===== src/rtl/input_port_buffer.sv =====
// input_port_buffer: router input FIFO that presents its head flit and that flit's XY-route request code to the arbiter.
module input_port_buffer #(
  parameter int FLIT_W     = 16,
  parameter int ADDR_W     = 2,
  parameter int DEPTH      = 4,
  parameter int CUR_X      = 0,
  parameter int CUR_Y      = 0,
  parameter int N_REGISTER = 3
) (
  input  logic                       clk,
  input  logic                       rst,
  input  logic                       in_valid,
  input  logic [FLIT_W-1:0]          in_flit,
  output logic                       in_ready,
  input  logic                       grant,
  output logic [FLIT_W-1:0]          out_flit,
  output logic                       out_valid,
  output logic [N_REGISTER-1:0]      request,
  output logic [$clog2(DEPTH):0]     count
);
  localparam int AW = $clog2(DEPTH);
  localparam int CW = AW + 1;
  localparam logic [ADDR_W-1:0] CX = CUR_X[ADDR_W-1:0];
  localparam logic [ADDR_W-1:0] CY = CUR_Y[ADDR_W-1:0];
  localparam logic [N_REGISTER-1:0] R_L = N_REGISTER'(0);
  localparam logic [N_REGISTER-1:0] R_N = N_REGISTER'(1);
  localparam logic [N_REGISTER-1:0] R_E = N_REGISTER'(2);
  localparam logic [N_REGISTER-1:0] R_S = N_REGISTER'(3);
  localparam logic [N_REGISTER-1:0] R_W = N_REGISTER'(4);
  localparam logic [N_REGISTER-1:0] R_NONE = N_REGISTER'(7);
  logic [FLIT_W-1:0] mem_q [DEPTH];
  logic [AW-1:0] wr_q, wr_d, rd_q, rd_d;
  logic [CW-1:0] cnt_q, cnt_d;
  logic push, pop;
  logic [FLIT_W-1:0] head;
  logic [ADDR_W-1:0] dx, dy;
  logic [N_REGISTER-1:0] route;
  assign in_ready  = cnt_q != CW'(DEPTH);
  assign out_valid = cnt_q != '0;
  assign count     = cnt_q;
  assign push      = in_valid & in_ready;
  assign pop       = grant & out_valid;
  assign head      = mem_q[rd_q];
  assign dx        = head[FLIT_W-1 -: ADDR_W];
  assign dy        = head[FLIT_W-1-ADDR_W -: ADDR_W];
  // Empty output reads as zero so stale storage never leaks onto the crossbar.
  assign out_flit  = out_valid ? head : '0;
  assign request   = out_valid ? route : R_NONE;
  always_comb begin
    route = dx > CX ? R_E :
            dx < CX ? R_W :
            dy > CY ? R_N :
            dy < CY ? R_S : R_L;
    wr_d  = push ? wr_q + AW'(1) : wr_q;
    rd_d  = pop ? rd_q + AW'(1) : rd_q;
    cnt_d = cnt_q + CW'(push) - CW'(pop);
  end
  always_ff @(posedge clk or posedge rst) begin
    if (rst) begin
      wr_q  <= '0;
      rd_q  <= '0;
      cnt_q <= '0;
    end else begin
      wr_q  <= wr_d;
      rd_q  <= rd_d;
      cnt_q <= cnt_d;
    end
  end
  always_ff @(posedge clk) begin
    if (push) mem_q[wr_q] <= in_flit;
  end
endmodule


===== config.mk =====
export PLATFORM = sky130hd
export DESIGN_NAME = input_port_buffer
export DESIGN_NICKNAME = d
export VERILOG_FILES = /design/src/rtl/input_port_buffer.sv
export SDC_FILE = /design/constraint.sdc
export NUM_CORES = 1
export LEC_CHECK = 0
export ABC_AREA = 1
export BUFFER_PORTS_ARGS = -buffer_cell sky130_fd_sc_hd__buf_2
export CORE_UTILIZATION = 35
export DETAILED_ROUTE_END_ITERATION = 8
export PLACE_DENSITY = 0.59
export SKIP_CTS_REPAIR_TIMING = 1
export SLEW_MARGIN = 0
export SYNTH_ARGS = -nofsm -noshare
export SYNTH_HDL_FRONTEND = slang
export SYNTH_SLANG_ARGS = --single-unit
export TNS_END_PERCENT = 5

===== constraint.sdc =====
create_clock -name clk -period 6 [get_ports clk]
set_clock_uncertainty 0.05 [all_clocks]
set_input_delay 0.6 -clock clk [delete_from_list [all_inputs] [get_ports clk]]
set_output_delay 0.6 -clock clk [all_outputs]
set_load 0.02 [all_outputs]

==> impl_metrics.toml, run 1 <==
[yosys]
synth_edf_count = 64
yosysSeqAreaShare = 0.708
synth_ff_type = "edfxtp_1"
yosysTopAreaCell = "edfxtp_1"
synth_top_area_frac = 0.649
yosysWarnings = 0
ys_ff_latch = 71
synth.distinct_cells = 21
synth_nets = 272
syn-instance-count = 245
async_flop_share = 0.0986
synth_area_um2 = 2960
synth.most_common_cell = "edfxtp_1"
ys_top_cells_by_count = "64 x edfxtp_1, 61 x nor2_1, 23 x nand2_1"
synth_area_leaders = "edfxtp_1 65%, nor2_1 7.7%, dfrtp_1 5.9%"
syn_avg_cell_area_um2 = 12.1

[global_routing]
grt_pass1_wl_um = 8940
grt.overflow.total = 0
grt_usage = 0.139
grt_pass1_vias = 1861
grt_max_degree = 35
antenna_found_initial = 0

[timing]
period_share = 0.523
final_max_slew_viol_count = 0
hold_slack_ns = 0.145
rsz0062_at_grt = "no"
hold_viol_final = 0
max_slew_margin = 0.244
min_period_ns = 3.14
setup_viol = 0
worst_slew_pin_slew_ns = 1.13
tns_ns = 0
fmax_mhz = 318

[cts]
worstSkewPairLatency_ns = 0.33
cts.clk_slew.worst_paths_ns = 0.07
root_buffer = "clkbuf_8"
h-tree-depth = 3
clock_sink_count = 71
cts_tree = "done"
cts_buffers = 9
max-clock-path-buffers = 2

[worst_setup_path]
cp_data_arrival_time_ns = 2.49
cp_slowest_stage_delay_ns = 1.10
worstSetupStartpointType = "flop"
crit_required_ns = 5.35
cp_slowest_cell = "dfrtp_1"
critPathKind = "flop to primary output"
crit_fanout = 34
crit_chain = "inv_4, nand2_1, nand3_1, nand2_1, nand2_2, inv_2, nand2_1, nand2_1, buf_2"
crit_path_end_kind = "primary output"
cp_common_cell = "nand2_1"

[run_status]
status = "complete, no violations"

[route]
wl_per_cell_um = 13.6
dr.pass1.iters = 4
route.detailed.drc = 0
routed-via-count = 1867
wl_um = 5470
drt-vias-per-instance = 4.64
first_iter_violations = 113
detail-route-antenna-nets = 0

[die]
die-height_um = 94.0
core-area_um2 = 8220
die_area_um2 = 8840
fp.dieW_um = 94.0
num_rows = 33
start_util = 0.361
io_pins = 44

[layout]
drive_above_1_share = 0.239
n_antenna_cell = 0
syn2layout_area_growth_pct = 15.3
utilization = 0.416
nNetsFinal = 319

[place]
port_buffers = 43
finalWeightedCongestion = 0.718
hpwl_um = 3440

[power_and_ir_drop]
peakVddDrop_mv = 0.206
leakage_nw = 1.34
power_density_nw_per_um2 = 532

[min_path]
worstHoldPathType = "input pin to async pin"

[run]
drv_cap = 0
-- worst paths after layout --
kind                                 start           to  slack [ns]  cells after the start
worst max-delay path               rd_q[0]   request[0]        2.86                      9
worst min-delay path                   rst     count[1]        0.14                      2
worst max register to register    count[1]     count[2]        3.81                     11
worst min register to register    count[0]     count[0]        0.48                      1
max in group asynchronous              rst     count[0]        5.52                      2
min in group clk                in_flit[8]  mem_q[1][8]        0.43                      1
-- critical path: cells and delay by family (launching register included) --
family,cells,cell delay (ns)
AND/OR/NAND/NOR,6,0.51
buffers and inverters,3,0.53
flip-flops,1,1.10
-- cell families (layout without fill, tap and decap cells) --
kind of cell / after synthesis / count (layout) / synth area share
xor gates and xnor gates: 4 / 4 / 0.0118
and+or+nand+nor: 98 / 98 / 0.134
DFF: 71 / 71 / 0.708
AOI/OAI and AO/OA: 37 / 37 / 0.0625
adders and majority gates: 7 / 7 / 0.0321
buffers and inverters: 28 / 80 / 0.0519
-- stage by stage --
step / cells / cell area (um^2) / setup slack (ns) / total power [mW]
after floorplan: 245 / 2960 / 3.70 / 1.31
after global placement: 386 / 3250 / 3.29 / 1.51
after detailed placement: 386 / 3250 / 3.21 / 1.53
after CTS: 402 / 3420 / 2.84 / 1.84
after global routing: 402 / 3420 / 2.65 / 1.96
final: 402 / 3420 / 2.86 / 1.82
-- registers in the layout, summed over array words and instances (netlist names) --
signal,flops
mem_q,64
count,3
rd_q,2
wr_q,2
-- final cells by class --
type | instances | area [um^2]
Timing Repair Buffer | 47 | 245
Tap cell | 105 | 131
Multi-Input combinational cell | 146 | 712
Clock inverter | 6 | 37.5
Fill cell | 780 | 4800
Sequential cell | 71 | 2100
Clock buffer | 10 | 128
Inverter | 17 | 66.3
-- power breakdown --
part	total, mW	switching (mW)	internal, mW	leakage [nW]
registers	0.750	0.0911	0.659	0.667
clock network	0.317	0.169	0.148	0.0797
logic	0.751	0.504	0.247	0.593
-- metal layers --
layer	GRT usage	wire length, um	up-vias
li1	-	-	925
met1	0.167	2300	892
met2	0.232	2740	42
met3	0.0388	324	8
met4	0.0590	103	0
met5	0	0	-
-- cells in the final DEF (no fill, tap or decap), drive strengths merged --
| cell | Yosys | routed |
|---|---|---|
| nand3 | 9 | 9 |
| nand2 | 28 | 28 |
| nor2 | 61 | 61 |
| xnor2 | 1 | 1 |
| dfrtp | 7 | 7 |
| inv | 17 | 17 |
| fa | 1 | 1 |
| clkbuf | 2 | 10 |
| buf | 9 | 47 |
| ha | 6 | 6 |
| edfxtp | 64 | 64 |
| clkinvlp | 0 | 2 |
| clkinv | 0 | 4 |
| xor2 | 3 | 3 |
| o21ai | 24 | 24 |
| a21oi | 13 | 13 |
(Power assumes the default switching activity.)
==> run 2: changes to the inputs <==
--- a/config.mk
+++ b/config.mk
@@ -5,11 +5,11 @@
 export SDC_FILE = /design/constraint.sdc
 export NUM_CORES = 1
 export LEC_CHECK = 0
-export ABC_AREA = 1
+export ABC_AREA = 0
 export BUFFER_PORTS_ARGS = -buffer_cell sky130_fd_sc_hd__buf_2
 export CORE_UTILIZATION = 35
 export DETAILED_ROUTE_END_ITERATION = 8
-export PLACE_DENSITY = 0.59
+export PLACE_DENSITY = 0.6
 export SKIP_CTS_REPAIR_TIMING = 1
 export SLEW_MARGIN = 0
 export SYNTH_ARGS = -nofsm -noshare
==> constraint.sdc (replaced) <==
create_clock -name clk -period 3.23 [get_ports clk]
set_clock_uncertainty 0.05 [all_clocks]
set_input_delay 0.323 -clock clk [delete_from_list [all_inputs] [get_ports clk]]
set_output_delay 0.323 -clock clk [all_outputs]
set_load 0.02 [all_outputs]
==> run 2 against run 1 <==
Synthesized cell count decreased by 42%; non-clock buffer count unchanged; core utilization increased by 1.7 points; cell count decreased by 25%; synthesized area decreased by 2.7%; power increased by 79%; count of clock-buffer cells in the layout unchanged; register-to-register slack got worse by 3.0 ns; routed wire length decreased by 11%; clock power increased by 100%; worst setup slack got worse by 2.2 ns; sequential cell count unchanged; critical path type unchanged; largest cell class unchanged; highest routed layer unchanged.
==> impl_metrics.toml, run 2 <==
[worst_setup_path]
crit_required_ns = 2.86
crit_fanout = 11
crit_path_end_kind = "primary output"
cp_data_arrival_time_ns = 2.17
critPathKind = "flop to primary output"
worstSetupStartpointType = "flop"

[global_routing]
grt_pass1_wl_um = 7470
grt.overflow.total = 0
grt_pass1_vias = 1460
antenna_found_initial = 1
grt_max_degree = 21
grt_usage = 0.120

[die]
start_util = 0.367
num_rows = 32
die_area_um2 = 8600
core-area_um2 = 7850
io_pins = 44
die-height_um = 92.7
fp.dieW_um = 92.7

[layout]
syn2layout_area_growth_pct = 17.9
final_cell_area_um2 = 3400
drive_above_1_share = 0.359
nNetsFinal = 221
largest-register = "mem_q"
largest_reg_flops = 64
layout_commonest_cell = "edfxtp_1"
final_cell_mix = "64 x edfxtp_1, 43 x buf_2, 16 x and2_1, 10 x mux4_2, 9 x clkbuf_8"

[power_and_ir_drop]
power_density_nw_per_um2 = 958
p_switching_mw = 1.12
p_total_mw = 3.25
clkPwrFrac = 0.198
leakage_nw = 1.27
combPwrFrac = 0.390
power_frac_seq = 0.412
cellInternalPower_mw = 2.14
peakVddDrop_mv = 0.509
p_sw_frac = 0.344

[route]
drt-vias-per-instance = 4.64
first_iter_violations = 128
wl_um = 4840
detail-route-antenna-nets = 0
routed-via-count = 1398
route.detailed.drc = 0
dr.pass1.iters = 4
wl_per_cell_um = 16.1

[yosys]
async_flop_share = 0.0986
synth.most_common_cell = "edfxtp_1"
syn_avg_cell_area_um2 = 20.3
yosysTopAreaCell = "edfxtp_1"
synth_top_area_frac = 0.667
yosysWarnings = 0
synth_edf_count = 64
synth_area_leaders = "edfxtp_1 67%, mux4_2 7.8%, dfrtp_1 6.1%"
yosysSeqAreaShare = 0.728
synth_nets = 169
synth_ff_type = "edfxtp_1"
ys_top_cells_by_count = "64 x edfxtp_1, 16 x and2_1, 10 x mux4_2"
synth_area_um2 = 2880
synth.distinct_cells = 22
ys_ff_latch = 71
syn-instance-count = 142

[cts]
cts_buffers = 9
cts_tree = "done"
h-tree-depth = 3
clock_sink_count = 71
worstSkewPairLatency_ns = 0.32
root_buffer = "clkbuf_8"
cts.clk_slew.worst_paths_ns = 0.07
max-clock-path-buffers = 2

[timing]
max_slew_margin = 0.409
setup_viol = 0
period_share = 0.788
tns_ns = 0
min_period_ns = 2.55
hold_viol_final = 0
final_max_slew_viol_count = 0
fmax_mhz = 393
worst_slew_pin_slew_ns = 0.886
rsz0062_at_grt = "no"

[place]
finalWeightedCongestion = 0.740
dpl_cell_area_um2 = 3210
hpwl_um = 3140
port_buffers = 43

[run]
drv_cap = 0

[run_status]
status = "complete, no violations"

[min_path]
worstHoldPathType = "input pin to flop"
run 2: cell type report:
class	instances	area, um^2
multi-input cells	57	714
clock inverters	5	50.0
clock buffers	10	128
fillers	704	4450
well taps	102	128
repair buffers	47	248
inverters	8	30.0
flip-flops and latches	71	2100
diodes	1	2.50
run 2: cell families after synthesis:
logic type               count (synthesis)  share of synthesized area
XOR/XNOR                                 5                     0.0152
flip-flops                              71                      0.728
AND/OR/NAND/NOR                         27                     0.0604
AO/OA/AOI/OAI                            1                    0.00261
buffers and inverters                   14                     0.0243
multiplexers                            17                      0.137
adder cells (fa/ha/maj)                  7                     0.0330
run 2: worst max-delay path, stage by stage (launching register included):
cell and delay, ns:
dfrtp_1 0.63, buf_4 0.33, mux4_1 0.57, and2_1 0.18
buf_2 0.15
run 2: routing by layer:
layer,part of all wire,vias to the layer above,GRT usage
li1,-,656,-
met1,0.46,704,0.152
met2,0.48,33,0.194
met3,0.052,5,0.0386
met4,0.0083,0,0.0423
met5,0,-,0
run 2: per-stage QoR:
step	util	cells	hold slack (ns)	worst slack [ns]
2_1_floorplan	-	142	0.0764	0.683
3_3_place_gp	0.409	284	0.222	0.886
3_5_place_dp	0.409	284	0.225	0.819
4_1_cts	0.431	299	-0.135	0.615
5_1_grt	0.433	300	0.143	0.539
6_report	0.433	301	0.156	0.683
run 2: worst paths after layout:
check | cells after the start | slack [ns] | start | endpoint
max in group asynchronous | 3 | 2.50 | rst | wr_q[0]
worst max register to register | 10 | 0.83 | count[1] | count[2]
min in group asynchronous | 3 | 0.42 | rst | count[0]
worst min register to register | 1 | 0.52 | wr_q[1] | wr_q[1]
worst min-delay path | 1 | 0.16 | in_flit[13] | mem_q[2][13]
worst max-delay path | 4 | 0.68 | rd_q[0] | out_flit[3]
run 2: power by group through the flow:
stage / combinational, mW / sequential (mW) / clock, mW
global route: 1.39 / 1.36 / 0.692
CTS: 1.30 / 1.34 / 0.658
floorplan: 0.944 / 1.32 / 0
detailed placement: 1.29 / 1.36 / 0
global placement: 1.30 / 1.36 / 0
finish: 1.27 / 1.34 / 0.645
==> run 3: changes to the inputs <==
--- a/config.mk
+++ b/config.mk
@@ -9,7 +9,7 @@
 export BUFFER_PORTS_ARGS = -buffer_cell sky130_fd_sc_hd__buf_2
 export CORE_UTILIZATION = 35
 export DETAILED_ROUTE_END_ITERATION = 8
-export PLACE_DENSITY = 0.6
+export PLACE_DENSITY = 0.61
 export SKIP_CTS_REPAIR_TIMING = 1
 export SLEW_MARGIN = 0
 export SYNTH_ARGS = -nofsm -noshare
==> constraint.sdc (replaced) <==
create_clock -name clk -period 2.1 [get_ports clk]
set_clock_uncertainty 0.05 [all_clocks]
set_input_delay 0.21 -clock clk [delete_from_list [all_inputs] [get_ports clk]]
set_output_delay 0.21 -clock clk [all_outputs]
set_load 0.02 [all_outputs]
==> run 3 against run 2 <==
The run now ends with negative setup slack left; count of clock-buffer cells in the layout is the same; global-route usage grew 1.6 points; sequential cell count is the same; worst setup slack lost 0.76 ns; via count grew 3.6%; sequential share of layout area shrank 3.4 points; register-to-register slack lost 0.91 ns; clock power grew 77%; critical path type is now flop to flop; largest power group is now combinational cells.
==> impl_metrics.toml, run 3 (same netlist as run 2, synthesis figures left out) <==
[run_status]
status = "finished, violations left"
violations = "negative setup slack"

[cts]
h-tree-depth = 3
root_buffer = "clkbuf_8"
worstSkewPairLatency_ns = 0.33
cts_buffers = 9
cts.clk_slew.worst_paths_ns = 0.07
cts_tree = "done"
clock_sink_count = 71
max-clock-path-buffers = 2

[timing]
max_slew_margin = 0.440
setup_viol = 4
period_share = 1.04
fin_ws_ns = -0.0795
hold_viol_final = 0
min_period_ns = 2.18
fmax_mhz = 459
rsz0062_at_grt = "yes"
final_max_slew_viol_count = 0
worst_slew_pin_slew_ns = 0.841

[power_and_ir_drop]
p_sw_frac = 0.332
combPwrFrac = 0.425
peakVddDrop_mv = 0.773
clkPwrFrac = 0.206
power_frac_seq = 0.369
p_switching_mw = 1.84
p_total_mw = 5.54
leakage_nw = 1.35
cellInternalPower_mw = 3.70
power_density_nw_per_um2 = 1540

[place]
finalWeightedCongestion = 0.656
port_buffers = 43
dp.cells = 295
hpwl_um = 3450

[layout]
fin_cells = 315
layout_commonest_cell = "edfxtp_1"
drive_above_1_share = 0.498
nNetsFinal = 235
largest-register = "mem_q"
final_cell_mix = "64 x edfxtp_1, 42 x buf_2, 15 x buf_4, 14 x and2_1, 13 x mux4_2"
syn2layout_area_growth_pct = 25.1
n_antenna_cell = 0
largest_reg_flops = 64
utilization = 0.460

[global_routing]
grt.overflow.total = 0
grt_pass1_vias = 1540
grt_pass1_wl_um = 8290
antenna_found_initial = 0
grt_max_degree = 21
grt_usage = 0.136

[route]
route.detailed.drc = 0
dr.pass1.iters = 4
routed-via-count = 1448
detail-route-antenna-nets = 0
first_iter_violations = 78
wl_um = 5210
wl_per_cell_um = 16.5
drt-vias-per-instance = 4.60

[worst_setup_path]
crit_required_ns = 2.26
cp_common_cell = "ha_4"
cp_slowest_cell = "dfrtp_2"
crit_path_end_kind = "flop"
path_buf_inv = 2
crit_chain = "or3_4, and2_4, ha_4, inv_4, ha_4, inv_2, fa_2, xnor2_2, xnor2_1"
rrSetupSlack_ns = -0.08
cp_top_family = "adder cells"
critPathKind = "flop to flop"
crit_fanout = 3
worstSetupStartpointType = "flop"
cp_data_arrival_time_ns = 2.34
cp_slowest_stage_delay_ns = 0.42

[run]
drv_cap = 0

[die]
die-height_um = 92.7
num_rows = 32
die_area_um2 = 8600
fp.dieW_um = 92.7
start_util = 0.367
io_pins = 44
core-area_um2 = 7850

[min_path]
worstHoldPathType = "input pin to flop"
run 3: cell count changes in the layout (fill, tap and decap cells not counted), sizes merged:
| cell | before | now |
|---|---|---|
| bufinv | 1 | 2 |
| diode | 1 | 0 |
| buf | 46 | 60 |
run 3: layout make-up:
type,instances,area (um^2)
fillers,701,4240
flip-flops and latches,71,2100
multi-input cells,57,748
repair buffers,61,379
clock buffers,10,128
well taps,102,128
clock inverters,6,85.1
inverters,8,35.0
run 3: worst paths after layout:
kind / startpoint / to / depth (start not counted)
min in group asynchronous: rst / wr_q[1] / 3
max in group asynchronous: rst / count[2] / 3
setup reg to reg: count[2] / count[2] / 9
hold reg to reg: wr_q[1] / wr_q[1] / 1
setup / recovery: count[2] / count[2] / 9
hold / removal: in_flit[0] / mem_q[3][0] / 1
run 3: layer usage:
layer | wire length (um) | share of wire | vias up | GRT usage
met4 | 78 | 0.015 | 0 | 0.0577
met2 | 2840 | 0.54 | 23 | 0.241
li1 | - | - | 680 | -
met1 | 2120 | 0.41 | 737 | 0.153
met5 | 0 | 0 | - | 0
met3 | 170 | 0.033 | 8 | 0.0378
run 3: metrics by stage:
step / instance area (um^2) / hold WS (ns) / setup slack (ns) / TNS (ns)
6_report: 3610 / 0.0407 / -0.0795 / -0.156
5_1_grt: 3610 / 0.0175 / -0.161 / -0.521
4_1_cts: 3550 / -0.246 / -0.253 / -2.77
3_5_place_dp: 3340 / 0.123 / -0.141 / -0.189
3_3_place_gp: 3340 / 0.115 / -0.0892 / -0.0902
2_1_floorplan: 2940 / -0.0368 / -0.249 / -0.409
run 3: worst reg2reg max path: stages (launching register included):
cell and delay [ns]:
dfrtp_2 0.42, or3_4 0.39, and2_4 0.16, ha_4 0.24, inv_4 0.05, ha_4 0.12, inv_2 0.03, fa_2 0.34
xnor2_2 0.14, xnor2_1 0.12
run 3: power groups by stage:
stage | combinational [mW] | sequential [mW] | clock, mW
CTS | 2.25 | 2.06 | 1.18
global route | 2.58 | 2.07 | 1.24
detailed placement | 2.24 | 2.09 | 0
finish | 2.35 | 2.04 | 1.14
global placement | 2.20 | 2.07 | 0
floorplan | 1.53 | 2.05 | 0
